--- src/rtl/if_id_queue.sv ---
// Fetch-to-decode instruction queue: DEPTH-entry circular buffer of {PC+4, instruction}.
// Optional macro IF_ID_QUEUE_NOP_MASK_EN forces out_pc/out_instr to zero while the queue is empty.
module if_id_queue #(
  parameter int DEPTH = 4
) (
  input  logic                     clk,
  input  logic                     rst,
  input  logic                     in_valid,
  input  logic [31:0]              in_pc,
  input  logic [31:0]              in_instr,
  output logic                     in_ready,
  input  logic                     flush,
  output logic                     out_valid,
  output logic [31:0]              out_pc,
  output logic [31:0]              out_instr,
  input  logic                     out_ready,
  output logic [$clog2(DEPTH):0]   count
);

  localparam int PW = $clog2(DEPTH);
  localparam int CW = PW + 1;
  localparam logic [PW-1:0] PTR_ONE  = PW'(1'b1);
  localparam logic [CW-1:0] CNT_ONE  = CW'(1'b1);
  localparam logic [CW-1:0] CNT_FULL = CW'(DEPTH);

  logic [63:0]   mem_r [DEPTH];
  logic [PW-1:0] wrPtr_r;
  logic [PW-1:0] rdPtr_r;
  logic [CW-1:0] count_r;
  logic          pushEn_s;
  logic          popEn_s;
  logic [63:0]   head_s;

  assign in_ready  = (count_r != CNT_FULL);
  assign out_valid = (count_r != {CW{1'b0}});
  assign count     = count_r;
  assign pushEn_s  = in_valid & in_ready & ~flush;
  assign popEn_s   = out_valid & out_ready & ~flush;
  assign head_s    = mem_r[rdPtr_r];

  // Entry storage: cleared only by reset, written on accepted pushes.
  always_ff @(posedge clk or posedge rst) begin
    if (rst) begin
      for (int i = 0; i < DEPTH; i++) begin
        mem_r[i] <= 64'h0;
      end
    end else if (pushEn_s) begin
      mem_r[wrPtr_r] <= {in_pc, in_instr};
    end
  end

  // Pointer and occupancy tracking; flush discards everything but leaves storage intact.
  always_ff @(posedge clk or posedge rst) begin
    if (rst) begin
      wrPtr_r <= {PW{1'b0}};
      rdPtr_r <= {PW{1'b0}};
      count_r <= {CW{1'b0}};
    end else if (flush) begin
      wrPtr_r <= {PW{1'b0}};
      rdPtr_r <= {PW{1'b0}};
      count_r <= {CW{1'b0}};
    end else begin
      if (pushEn_s) begin
        wrPtr_r <= wrPtr_r + PTR_ONE;
      end
      if (popEn_s) begin
        rdPtr_r <= rdPtr_r + PTR_ONE;
      end
      case ({pushEn_s, popEn_s})
        2'b10:   count_r <= count_r + CNT_ONE;
        2'b01:   count_r <= count_r - CNT_ONE;
        default: count_r <= count_r;
      endcase
    end
  end

  // Head presentation, optionally masked to a zero bubble when empty.
  always_comb begin
    out_pc    = head_s[63:32];
    out_instr = head_s[31:0];
`ifdef IF_ID_QUEUE_NOP_MASK_EN
    if (out_valid) begin
      out_pc    = head_s[63:32];
      out_instr = head_s[31:0];
    end else begin
      out_pc    = 32'h0;
      out_instr = 32'h0;
    end
`else
    if (out_valid) begin
      out_pc    = head_s[63:32];
      out_instr = head_s[31:0];
    end else begin
      out_pc    = head_s[63:32];
      out_instr = head_s[31:0];
    end
`endif
  end

endmodule

--- config.mk ---
export PLATFORM = sky130hd
export DESIGN_NAME = if_id_queue
export DESIGN_NICKNAME = d
export VERILOG_FILES = /design/src/rtl/if_id_queue.sv
export SDC_FILE = /design/constraint.sdc
export NUM_CORES = 1
export LEC_CHECK = 0
export ABC_AREA = 1
export ABC_CLOCK_PERIOD_IN_PS = 10190
export CELL_PAD_IN_SITES_DETAIL_PLACEMENT = 0
export CELL_PAD_IN_SITES_GLOBAL_PLACEMENT = 1
export CORE_MARGIN = 2
export CORE_UTILIZATION = 39
export DETAILED_ROUTE_END_ITERATION = 8
export PLACE_DENSITY_LB_ADDON = 0.15
export SYNTH_ARGS = -nofsm -noshare
export SYNTH_HDL_FRONTEND = slang
export SYNTH_SLANG_ARGS = --single-unit
--- constraint.sdc ---
create_clock -name clk -period 10.19 [get_ports clk]
set_input_delay 2.5475 -clock clk [delete_from_list [all_inputs] [get_ports clk]]
set_output_delay 2.5475 -clock clk [all_outputs]
set_load 0.03 [all_outputs]
==> out/metrics.cfg <==
[run_status]
outcome = completed

[cts]
cts.sinks = 263
htree_levels = 1
cts_buffers = 30
cts_tree = built
clk_pin_slew_ns = 0.05
hold_buffers = 0
cts_root_buffer = clkbuf_16
ctsResizeCount = 0
cts_setup_buffers = 0
clkLatencyLatePin_ns = 0.54
clockBufferDepth = 3

[setup_path]
path_class = flip-flop to output port
start_kind = flip-flop
r2r-start = count[0]
endpoint_kind = output port
cp.arrival_ns = 3.74
path_max_fanout = 65
r2r_slack_ns = 7.49
worstRegToRegCells = 8
rr_endpoint = mem_r[184]
required_ns = 7.64

[worst_hold_path]
hold_start = mem_r[150]
worstHoldPathType = flip-flop to flip-flop
hold-path-cell-count = 2
whs_endpoint = mem_r[150]

[floorplan]
die_h_um = 179
fp.dieArea_mm2 = 0.0320
core.rowCount = 63
core_area_mm2 = 0.0299
die_width_um = 179
floorplan.initialDensity_pct = 39.9
io_pins = 138

[final_layout]
final_nets = 1466
finish.utilization_pct = 46.9
drive_above_1_share_pct = 8.27
final_common_cell = nand2_1
nFillCells = 2991
most-common-layout-cells = nand2_1 (271), dfrtp_1 (261), o21ai_1 (209)
area_growth_pct = 17.6

[synthesis]
yosys.area.top_type_share_pct = 55.2
syn_area_mm2 = 0.0119
ys.flop_type = dfrtp_1
synthCells = 1311
synthArstFlopShare_pct = 100
synth.distinct_cells = 24
synth_edf_count = 0
synth.avg_cell_area_um2 = 9.09
synth.area.top_cells = dfrtp_1 (55%), o21ai_1 (8.8%), nand2_1 (8.5%), o21ai_0 (5.5%), buf_6 (4.3%)
synth_seq_area_share_pct = 55.2
ys_ff_latch = 263
synth_fp_nets = 1385
synth_warnings = 0
yosys.area.top_type = dfrtp_1

[grt]
grt_use_total_pct = 18.9
grt_max_degree = 122
grt_pass1_vias = 8890
gr-total-overflow = 0
grt_pass1_wl_um = 48100
antenna_found_initial = 3

[drt]
avgViaCountPerCell = 5.02
drtPass1Iterations = 5
drtAntennaViolNets = 0
drc = 0
first_iter_violations = 600
wl_per_cell_um = 16.4
drt_wl_total_um = 29600
vias = 9068

[timing]
layout_min_cycle_time_ns = 6.29
rsz0062_at_grt = no
maxSlewHeadroom_pct = 33.4
slew_violations = 0
skew_ns = 0.00413
worst_pin_slew_ns = 0.999
setup_viol = 0
setup-tns-final_ns = 0
hold_viol = 0
clock.fmax_mhz = 159
fin_crit_sh_pct = 61.7

[run]
cap_violations = 0

[placement]
hpwl_um = 16900
gp_congestion = 0.733
io_buffers = 137

[power_and_ir_drop]
p_leak_uw = 0.00653
max-vdd-ir-drop_mv = 0.177
powerDensity_mw_per_mm2 = 331

[Yosys cell counts (2+ instances only)]
cell,n
nand2_1,271
dfrtp_1,263
o21ai_1,209
nor2_1,132
o21ai_0,132
inv_1,73
o22ai_1,64
o21ai_2,48
buf_6,45
clkbuf_1,33
buf_8,7
buf_1,6
nand2_4,6
buf_4,4
ha_1,4
a21oi_1,3
buf_2,3
nand3_1,2
[routing by layer]
metal | GRT usage (%) | part of all wire (%) | up-vias
met3 | 3.29 | 4.9 | 35
met4 | 3.56 | 1.6 | 2
met5 | 0 | 0.044 | -
met1 | 26.3 | 47 | 4321
met2 | 31.1 | 46 | 186
li1 | - | - | 4524
[stage by stage]
| step | worst slack (ns) | power (uW) | hold slack, ns | area, um2 | std cells |
|---|---|---|---|---|---|
| after detailed placement | 4.47 | 3650 | 0.462 | 13100 | 1750 |
| after global placement | 4.50 | 3630 | 0.461 | 13100 | 1750 |
| after CTS | 3.86 | 4700 | 0.477 | 14000 | 1805 |
| final | 3.90 | 4640 | 0.475 | 14000 | 1807 |
| after global routing | 3.64 | 4980 | 0.488 | 14000 | 1805 |
| after floorplan | 0.402 | 2990 | 0.450 | 11900 | 1311 |
[flip-flops by register name (all words and copies together) (netlist names)]
register / flops
rdPtr_r: 2
wrPtr_r: 2
mem_r: 256
count: 3
[cells by family after synthesis]
group                      count (synthesis)  synth area share (%)
xor gates and xnor gates                   1                0.0735
and+or+nand+nor                          413                  13.6
AOI/OAI and AO/OA                        458                  21.5
buffers and inverters                    171                  9.04
adders and majority gates                  5                 0.588
DFF                                      263                  55.2
[area by class of cell]
| class | instances | area (um2) | area share, % |
|---|---|---|---|
| flip-flops and latches | 263 | 6590 | 47.0 |
| multi-input cells | 877 | 4260 | 30.4 |
| repair buffers | 147 | 1450 | 10.3 |
| clock buffers | 48 | 910 | 6.49 |
| well taps | 390 | 488 | 3.48 |
| inverters | 73 | 284 | 2.03 |
| clock inverters | 7 | 37.5 | 0.268 |
| diodes | 2 | 5.00 | 0.0357 |
[worst max-delay path by stage]
stage | cells past startpoint | slack [ns] | startpoint | to
finish | 5 | 3.90 | rdPtr_r[0] | out_instr[10]
global route | 5 | 3.64 | rdPtr_r[0] | out_instr[8]
CTS | 5 | 3.86 | rdPtr_r[0] | out_pc[11]
detailed placement | 5 | 4.47 | rdPtr_r[0] | out_pc[11]
global placement | 5 | 4.50 | rdPtr_r[0] | out_pc[26]
floorplan | 1 | 0.40 | rst | count[0]
[worst max-delay path, stage by stage, from the launching register on]
cell             delay, ns
dfrtp_4               0.73
inv_4                 0.62
buf_4                 0.68
o21ai_0               0.20
o22ai_1               0.21
clkdlybuf4s50_1       0.71
[power by group]
part	switching, uW	leakage, uW	internal, uW
clock network	418	0.000468	606
logic	1110	0.00269	747
registers	261	0.00337	1500
(Power assumes the default switching activity.)
==> variant: new RTL, config.mk and constraints unchanged <==
Reset style: synchronous (`rst`), changed in 2 clocked blocks.
--- a/src/rtl/if_id_queue.sv
+++ b/src/rtl/if_id_queue.sv
@@ -39,7 +39,7 @@
   assign head_s    = mem_r[rdPtr_r];
 
   // Entry storage: cleared only by reset, written on accepted pushes.
-  always_ff @(posedge clk or posedge rst) begin
+  always_ff @(posedge clk) begin
     if (rst) begin
       for (int i = 0; i < DEPTH; i++) begin
         mem_r[i] <= 64'h0;
@@ -50,7 +50,7 @@
   end
 
   // Pointer and occupancy tracking; flush discards everything but leaves storage intact.
-  always_ff @(posedge clk or posedge rst) begin
+  always_ff @(posedge clk) begin
     if (rst) begin
       wrPtr_r <= {PW{1'b0}};
       rdPtr_r <= {PW{1'b0}};
Check against the original RTL: differs if rst is asserted again (counterexample within 4 cycles, from zero or initial values and one cycle with rst high); with rst held inactive, the same outputs for 4 cycles.
==> variant against the original RTL <==
Sequential cell count is 2 higher. Final area up 0.37%. Setup slack improved by 0.34 ns. Critical endpoint is now out_instr[0]. Wire length decreased by 4.5%. Non-clock buffer count rose by 1. Synthesized area is 3.5% lower. Fmax up 5.6%. Via count decreased by 14%. Critical path type unchanged.
Power is not compared: it rests on default switching activity, and its combinational part moved more than twofold at a synthesized area within 25%.
==> variant: results (changes against the original RTL) <==
outcome - completed
Via-to-Cell Ratio - 4.98 (-0.72%)
critical register-to-register path startpoint - wrPtr_r[0]
Iteration-0 DRC Markers - 492 (-18%)
routing usage on met2 - 31.5% (+0.37 points)
vias in the first global route - 7660 (-14%)
final net count - 1223 (-17%)
first-pass GRT wire length - 43.2 mm (-10%)
Setup crit end - out_instr[0]
Worst R2R Path Depth - 3 (-5)
asr flop ratio synth - 0% (-100 points)
M1 WL - 12.4 mm (-12%)
Clock Skew - 0.0110 ns (+0.00690 ns)
Register-to-Register Setup Slack - 7.25 ns (-0.24 ns)
Global Route met1 Usage - 24.1% (-2.2 points)
DR WL met3 - 1.39 mm (-4.1%)
routed wire length - 28.3 mm (-4.5%)
initial antenna violation count - 1 (-2)
met3 GRT Util - 2.58% (-0.71 points)
GP Congestion - 0.716 (-2.3%)
post-synthesis cell type count - 22 (-8.3%)
R2R Path End - mem_r[1][46]
DR WL met2 - 14.0 mm (+2.4%)
# fillers - 2698 (-9.8%)
Worst Tran Pin Value - 1.07 ns (+0.0696 ns)
GRT Total Usage - 18.1% (-0.72 points)
Post-DP HPWL - 14.7 mm (-13%)
Syn Nets - 1112 (-20%)
==> variant: cell count changes after synthesis, sizes merged, moves of 45 or more <==
cell / unedited run / this run
buf: 65 / 20
dfrtp: 263 / 0
edfxtp: 0 / 256
nand2: 277 / 86
nor2: 134 / 333
o21ai: 389 / 132
==> variant: per-stage QoR <==
stage                     power, W  cells  hold WS, ns  area, um^2  worst slack (ns)
final                      0.00248   1558        0.504       14100              4.24
after global routing       0.00255   1558        0.540       14100              4.03
after CTS                  0.00250   1558        0.505       14100              4.20
after detailed placement   0.00149   1505        0.494       13100              4.76
after global placement     0.00149   1505        0.493       13100              4.77
after floorplan            0.00139   1041        0.462       11500              2.28
==> variant: kinds of logic (layout without fill, tap and decap cells) <==
group	after synthesis	after routing	synth area share, %
adders and majority gates	2	2	0.283
and+or+nand+nor	424	424	16.2
AOI/OAI and AO/OA	200	200	9.40
DFF	265	265	68.4
buffers and inverters	150	283	5.69
==> variant: layout make-up <==
cell class | instances | area (um^2) | area share [%]
multi-input cells | 626 | 3030 | 21.5
clock inverters | 23 | 188 | 1.33
well taps | 384 | 480 | 3.42
flip-flops and latches | 265 | 7870 | 56.0
clock buffers | 30 | 729 | 5.19
inverters | 82 | 310 | 2.21
repair buffers | 148 | 1450 | 10.3
==> variant: worst min-delay path, cell delays in order, from the launching register on <==
cell,delay (ns)
dfxtp_1,0.32
nand2_1,0.07
a21oi_1,0.07
==> variant: power by group through the flow <==
stage	logic, W	clock network [W]	registers, W
2_1_floorplan	0.000109	0	0.00128
3_3_place_gp	0.000213	0	0.00128
3_5_place_dp	0.000213	0	0.00128
4_1_cts	0.000214	0.00103	0.00126
5_1_grt	0.000225	0.00106	0.00126
6_report	0.000210	0.00101	0.00126
